==> config.mk <==
export PLATFORM = sky130hd
export DESIGN_NAME = alu_slice_sequencer
export DESIGN_NICKNAME = d
export VERILOG_FILES = /design/src/rtl/alu_slice_sequencer.sv
export SDC_FILE = /design/constraint.sdc
export NUM_CORES = 1
export LEC_CHECK = 0
export ABC_AREA = 1
export ABC_CLOCK_PERIOD_IN_PS = 1400
export CAP_MARGIN = 10
export CORE_ASPECT_RATIO = 1.2
export CORE_MARGIN = 2
export CORE_UTILIZATION = 45
export CTS_CLUSTER_DIAMETER = 40
export CTS_CLUSTER_SIZE = 16
export DETAILED_ROUTE_END_ITERATION = 6
export PLACE_DENSITY = 0.86
export SYNTH_ARGS = -nofsm -noshare
export SYNTH_HDL_FRONTEND = slang
export SYNTH_SLANG_ARGS = --single-unit
==> constraint.sdc <==
create_clock -name clk -period 1.4 [get_ports clk]
set_input_delay 0.21 -clock clk [delete_from_list [all_inputs] [get_ports clk]]
set_output_delay 0.21 -clock clk [all_outputs]
set_load 0.005 [all_outputs]
==> src/rtl/alu_slice_sequencer.sv <==
//------------------------------------------------------------------------------
// Module      : alu_slice_sequencer
// Description : Drives an external combinational 2-bit ALU one slice per cycle,
//               LSB first, chaining carry/borrow internally, and returns the
//               assembled WIDTH-bit result over a valid/ready port.
// Revision    : 1.0 - initial release
//------------------------------------------------------------------------------
`default_nettype none

module alu_slice_sequencer #(
  parameter int WIDTH = 8
) (
  input  logic             clk,
  input  logic             rst,
  input  logic             cmd_valid,
  output logic             cmd_ready,
  input  logic [2:0]       cmd_op,
  input  logic [WIDTH-1:0] cmd_a,
  input  logic [WIDTH-1:0] cmd_b,
  output logic [1:0]       alu_a,
  output logic [1:0]       alu_b,
  output logic [2:0]       alu_sel,
  input  logic [1:0]       alu_out,
  input  logic             alu_carry,
  output logic             res_valid,
  input  logic             res_ready,
  output logic [WIDTH-1:0] res_data,
  output logic             res_carry,
  output logic             res_err
);

  localparam int NSLICE = WIDTH / 2;
  localparam int IDXW   = (NSLICE > 1) ? $clog2(NSLICE) : 1;

  localparam logic [1:0] ST_IDLE = 2'd0;
  localparam logic [1:0] ST_RUN  = 2'd1;
  localparam logic [1:0] ST_DONE = 2'd2;

  localparam logic [2:0] OP_ADD = 3'b000;
  localparam logic [2:0] OP_SUB = 3'b001;
  localparam logic [2:0] OP_XOR = 3'b100;

  logic [1:0]       r_state;
  logic [1:0]       w_next_state;
  logic [2:0]       r_op;
  logic [WIDTH-1:0] r_a;
  logic [WIDTH-1:0] r_b;
  logic [IDXW-1:0]  r_idx;
  logic             r_c;
  logic [WIDTH-1:0] r_res;
  logic             r_carry;
  logic             r_err;

  logic             w_legal;
  logic             w_last;
  logic [2:0]       w_sum;
  logic [2:0]       w_diff;
  logic [1:0]       w_slice;
  logic             w_c_next;
  logic [WIDTH+1:0] w_cat;

  assign w_legal = (cmd_op <= OP_XOR);
  assign w_last  = (r_idx == IDXW'(NSLICE - 1));
  // Operands are shifted right each slice, results shifted in from the top,
  // so after NSLICE slices slice 0 lands in the low bits.
  assign w_cat   = {w_slice, r_res};

  // State register
  always_ff @(posedge clk) begin
    if (rst) r_state <= ST_IDLE;
    else     r_state <= w_next_state;
  end

  // Next-state decode
  always_comb begin
    w_next_state = r_state;
    case (r_state)
      ST_IDLE: if (cmd_valid) w_next_state = w_legal ? ST_RUN : ST_DONE;
      ST_RUN:  if (w_last) w_next_state = ST_DONE;
      ST_DONE: if (res_ready) w_next_state = ST_IDLE;
      default: w_next_state = ST_IDLE;
    endcase
  end

  // Slice result and chain bit; ALU carry is stale for logic ops and ignored
  always_comb begin
    w_sum    = {1'b0, alu_out} + {2'b00, r_c};
    w_diff   = {1'b0, alu_out} - {2'b00, r_c};
    w_slice  = alu_out;
    w_c_next = 1'b0;
    case (r_op)
      OP_ADD: begin
        w_slice  = w_sum[1:0];
        w_c_next = alu_carry | w_sum[2];
      end
      OP_SUB: begin
        w_slice  = w_diff[1:0];
        w_c_next = alu_carry | w_diff[2];
      end
      default: ;
    endcase
  end

  // Operand capture, slice stepping and result assembly
  always_ff @(posedge clk) begin
    if (rst) begin
      r_op    <= OP_ADD;
      r_a     <= '0;
      r_b     <= '0;
      r_idx   <= '0;
      r_c     <= 1'b0;
      r_res   <= '0;
      r_carry <= 1'b0;
      r_err   <= 1'b0;
    end else begin
      case (r_state)
        ST_IDLE: begin
          if (cmd_valid) begin
            // Illegal codes never reach alu_sel; the op register holds add instead
            r_op    <= w_legal ? cmd_op : OP_ADD;
            r_a     <= cmd_a;
            r_b     <= cmd_b;
            r_idx   <= '0;
            r_c     <= 1'b0;
            r_res   <= '0;
            r_carry <= 1'b0;
            r_err   <= ~w_legal;
          end
        end
        ST_RUN: begin
          r_a   <= r_a >> 2;
          r_b   <= r_b >> 2;
          r_res <= w_cat[WIDTH+1:2];
          r_c   <= w_c_next;
          r_idx <= r_idx + IDXW'(1);
          if (w_last) r_carry <= w_c_next;
        end
        default: ;
      endcase
    end
  end

  // Handshake and ALU drive outputs, decoded from state
  always_comb begin
    cmd_ready = 1'b0;
    res_valid = 1'b0;
    alu_a     = 2'b00;
    alu_b     = 2'b00;
    alu_sel   = 3'b000;
    case (r_state)
      ST_IDLE: cmd_ready = 1'b1;
      ST_RUN: begin
        alu_a   = r_a[1:0];
        alu_b   = r_b[1:0];
        alu_sel = r_op;
      end
      ST_DONE: res_valid = 1'b1;
      default: ;
    endcase
  end

  assign res_data  = r_res;
  assign res_carry = r_carry;
  assign res_err   = r_err;

endmodule

`default_nettype wire

# Word-level counts from Yosys, hierarchy flattened

Cells that the tools add are included.

Eq/ne operators: 7
Bitwise gates (word level): 3
Muxes and demuxes: 25
Reductions and logical operators: 7
$add $sub $neg: 3
$lt $le $gt $ge: 1

Operators with widths:

| kind                                                | count |
|---|---|
| one-hot mux 8 bit (2 select lines)                  | 3 |
| 2-to-1 mux 8 bit                                    | 3 |
| 2-to-1 mux 2 bit                                    | 7 |
| one-hot mux 2 bit (2 select lines)                  | 2 |
| 2-to-1 mux 3 bit                                    | 2 |
| != test 2 bit, second input constant                | 3 |
| one-hot mux 1 bit (2 select lines)                  | 3 |
| one-hot mux 2 bit (3 select lines)                  | 1 |
| AND reduction 3 bit                                 | 2 |
| equality test 2 bit, second input constant          | 2 |
| 2-to-1 mux 1 bit                                    | 4 |
| AND reduction 2 bit                                 | 2 |
| adder 2 x 1 -> 3 bit                                | 1 |
| equality test 3 x 1 -> 1 bit, second input constant | 1 |
| <= comparator 3 bit, second input constant          | 1 |
| logical NOT 3 bit                                   | 1 |
| subtractor 2 x 1 -> 3 bit                           | 1 |
| adder 2 x 1 -> 2 bit, second input constant         | 1 |
| equality test 2 x 1 -> 1 bit, second input constant | 1 |
| logical NOT 2 bit                                   | 1 |
| OR 1 bit                                            | 2 |
| nonzero test 2 bit                                  | 1 |
| inverter 1 bit                                      | 1 |

Output and inout port bits: 19
Logic and storage cells: 55
Input port bits: 26
Register bits: 34

# Logic depth before layout (Yosys ltp)

Depth in word-level cells: 5
Mapped depth: 9
Depth with buffers taken out: 9

# Worst setup path before layout

OpenSTA, ideal clock, no wires.

Path kind: register to register
Start: register r_state[1]
End: register r_a[0]
Stages on the path, launching flop included: 7
Path buffers: 1
Data required time: 1.284 ns
Data arrival time: 1.011 ns
Slack: 0.273 ns
Clock period less this slack: 1.127 ns
Setup time: 0.116 ns
Cells stage by stage: dfxtp_1 > inv_1 > o21ai_4 > inv_1 > clkbuf_2 > o21ai_0 > nor2_1

Longest elaborated chain between the ends: 3
Elaborated cells between the ends (all ways): 6
Those cells by class: eq/ne (2); mux (1); reduce/logical (3)

Ends and longest elaborated chain:

| what                                                                        | RTL line | RTL |
|---|---|---|
| start: declaration                                                          | 43       | `logic [1:0] r_state;` |
| start signal: assignment                                                    | 71       | `else r_state <= w_next_state;` |
| equality test 2 x 1 -> 1 bit / logical NOT 2 bit (equally long branches)    | 116      | `case (r_state)` |
| nonzero test 2 bit (no source line) / != test 2 bit (equally long branches) | n/a      |  |
| AND reduction 2 bit (no source line)                                        | n/a      |  |
| end signal: assignment                                                      | 121      | `r_a <= cmd_a;` |
| end signal: assignment                                                      | 131      | `r_a <= r_a >> 2;` |
| end: declaration                                                            | 46       | `logic [WIDTH-1:0] r_a;` |

Parallel ways exist; a longest one is shown, timed or not.
A chain may end at the register's enable or synchronous reset.

# Worst setup path in the final report

Start: register r_res[6], in the netlist res_data[6]
End: output res_data[6]

RTL lines:

| what                     | RTL line | RTL |
|---|---|---|
| start: declaration       | 50       | `logic [WIDTH-1:0] r_res;` |
| start signal: assignment | 133      | `r_res <= w_cat[WIDTH+1:2];` |
| end: declaration         | 27       | `output logic [WIDTH-1:0] res_data,` |

No word-level cell between the ends.

==> results.py <==
metrics = {
    "sta": {
        "tightest_slew_ns": 0.3443,
        "max_slew_margin_pct": 77.02,
        "setup_viol": 0,
        "finClkSkew_ns": 0.002075,
        "rsz0062_at_grt": "false",
        "fin_ws_ns": 0.04239,
        "fmax_mhz": 736.6,
        "final_hold_viol_count": 0,
        "period_minus_slack_ns": 1.358,
        "tns_ns": 0,
        "drv_slew": 0,
        "timing.final.crit_share_pct": 96.97,
    },
    "critical_path": {
        "slowest_delay_ns": 0.51,
        "cpMaxStageDelayCell": "clkdlybuf4s50_1",
        "cp_top_family": "buffers and inverters",
        "cp-start-kind": "register",
        "crit_arrival_ns": 1.15,
        "path_class": "reg -> out",
        "worst-path-buf-inv": 1,
        "path_max_fanout": 3,
        "crit_path_start": "res_data[6]",
        "r2r_start": "r_state[1]",
        "path_cells": "clkdlybuf4s50_1",
        "worstPathRequired_ns": 1.19,
        "crit_path_end_kind": "output pin",
    },
    "cts": {
        "cts-hold-fix-buffers": 0,
        "worstSkewPairLatency_ns": 0.28,
        "cts-buffers-inserted": 5,
        "cts.clk_slew.worst_paths_ns": 0.06,
        "htreeDepth": 2,
        "cts_tree": "built",
        "cts_buffer_depth": 2,
        "root_buffer": "clkbuf_8",
        "cts.sinks": 34,
    },
    "logic_synthesis": {
        "ys_types": 16,
        "synth-edff-count": 0,
        "synth_common_cells": "78 x nand2_1, 49 x nor2_1, 34 x dfxtp_1",
        "yosys_most_used_dff": "dfxtp_1",
        "synthArstFlopShare_pct": 0,
        "synthesis.area_um2": 1613,
        "synthesis.instances": 246,
        "synth_most_common_cell": "nand2_1",
        "synth-seq-cells": 34,
        "yosysWarnings": 0,
        "yosysTopAreaCell": "dfxtp_1",
        "syn-num-nets": 277,
        "yosysSeqAreaShare_pct": 42.20,
        "avgSynthCellArea_um2": 6.556,
        "synth_top_area_share_pct": 42.20,
        "synth_area_leaders": "dfxtp_1 42%, nand2_1 18%, nor2_1 11%",
    },
    "global_route": {
        "gr-total-overflow": 0,
        "grt_pass1_vias": 1622,
        "antenna_found_initial": 0,
        "grt_max_degree": 20,
        "grt_pass1_wl_mm": 6.665,
        "grt_usage_pct": 20.89,
    },
    "die": {
        "die_x_um": 58.65,
        "initial_utilization_pct": 47.49,
        "die_area_um2": 4081,
        "core_area_um2": 3396,
        "fp.dieH_um": 69.58,
        "pin_count": 45,
        "rows": 23,
    },
    "routing": {
        "wl_mm": 3.868,
        "antenna_left": 0,
        "wl_per_cell_um": 11.38,
        "via_per_inst": 4.959,
        "dr.pass1.iters": 4,
        "drc": 0,
        "dr.first_iter.drc_count": 36,
        "vias": 1686,
    },
    "worst_hold_path": {
        "hold_class": "in -> reg",
        "hold_path.startpoint": "alu_out[0]",
    },
    "layout": {
        "drive_above_1_share_pct": 13.53,
        "final_nets": 335,
        "syn2layout_area_growth_pct": 39.80,
        "n_antenna_cell": 0,
        "fin_area_um2": 2255,
    },
    "power": {
        "power.density_nw_per_um2": 1062,
        "leakage_nw": 1.079,
        "peakVddDrop_uv": 756.1,
    },
    "status": {
        "status": "complete, no violations",
    },
    "run": {
        "cap_violations": 0,
    },
    "placed_design": {
        "gp_congestion": 0.9136,
        "dpl_worst_slack_ns": -0.2567,
        "detailed_place_hpwl_mm": 2.726,
        "io_buffers": 44,
        "place_area_um2": 2177,
    },
}
through the flow:
step                util, %  hold WS, ns  cells  total power [mW]
finish                66.40       0.3716    340             2.395
global placement      64.11       0.4459    333             1.683
CTS                   66.76       0.4664    339             2.398
floorplan                 -       0.3545    246             1.435
global route          66.40       0.4057    340             2.534
detailed placement    64.11       0.4568    333             1.702
state kept, by name, indices dropped and copies added (netlist names), 2 cells and up:
register	cells
r_idx	2
r_state	2
r_a	8
r_op	3
r_b	8
res_data	8
worst register-to-register path: stages, from the launching register on:
cell and delay [ns]:
dfxtp_2 0.32, buf_4 0.13, buf_4 0.13, nor2_4 0.21, buf_12 0.18, nand2_1 0.07
nand2_1 0.06, nor2_1 0.04, nor2_1 0.09
layer usage:
metal,vias to the layer above,global-route usage [%],wire length [um]
met5,-,0,0
met4,0,10.61,109
met3,12,5.037,168
met2,39,34.58,1950
met1,766,24.48,1639
li1,869,-,-
power by group:
group | leakage, nW | internal [mW] | total, mW | switching, mW
Clock | 0.0431 | 0.379 | 0.706 | 0.327
Combinational | 0.755 | 0.277 | 0.583 | 0.306
Sequential | 0.281 | 1.06 | 1.11 | 0.0505
Total | 1.08 | 1.71 | 2.40 | 0.684
repair_timing:
item | CTS | global route
buffers inserted | 0 | 1
resized for setup | 22 | 17
pin swaps | 0 | 2
endpoints found under the setup margin | 9 | 18
logic make-up (layout without fill, tap and decap cells):
| kind of cell | Yosys count | in the layout | share of synthesized area (%) |
|---|---|---|---|
| AND/OR/NAND/NOR | 133 | 133 | 31.81 |
| flip-flops | 34 | 34 | 42.20 |
| buffers and inverters | 36 | 93 | 9.464 |
| adder cells (fa/ha/maj) | 5 | 5 | 3.879 |
| AO/OA/AOI/OAI | 38 | 38 | 12.65 |
path summary, 6_finish.rpt:
| path | to | slack, ns | cells after the start |
|---|---|---|---|
| setup / recovery | res_data[6] | 0.04 | 1 |
| hold / removal | res_data[6] | 0.37 | 5 |
| setup reg to reg | r_a[4] | 0.10 | 8 |
| hold reg to reg | r_a[7] | 0.47 | 2 |
area by class of cell:
cell class | instances | area (um^2)
clock buffer | 6 | 82.58
fill | 292 | 1141
inverter | 26 | 97.59
multi-input combinational | 176 | 787.0
sequential | 34 | 688.2
tap | 37 | 46.29
timing repair buffer | 61 | 553.0
cells in the final DEF, fill, tap and decap left out:
master / synthesis / final
nand2_1: 78 / 77
nor2_1: 49 / 47
clkdlybuf4s50_1: 0 / 33
dfxtp_1: 34 / 30
inv_1: 26 / 24
a21oi_1: 18 / 18
o21ai_0: 18 / 17
buf_4: 3 / 15
clkbuf_8: 0 / 6
clkbuf_2: 1 / 6
ha_1: 5 / 5
nand3_1: 4 / 4
dfxtp_2: 0 / 3
inv_2: 0 / 2
nor2_2: 0 / 2
dlymetal6s2s_1: 0 / 2
nand2_2: 0 / 1
o21ai_4: 1 / 1
nor2_4: 1 / 1
o21ai_1: 0 / 1
nor3_1: 1 / 1
o21a_1: 1 / 1
buf_2: 4 / 1
dlygate4sd2_1: 0 / 1
clkdlybuf4s15_1: 0 / 1
buf_12: 0 / 1
buf_6: 0 / 1
dfxtp_4: 0 / 1
Power figures use the tool's default switching activity.
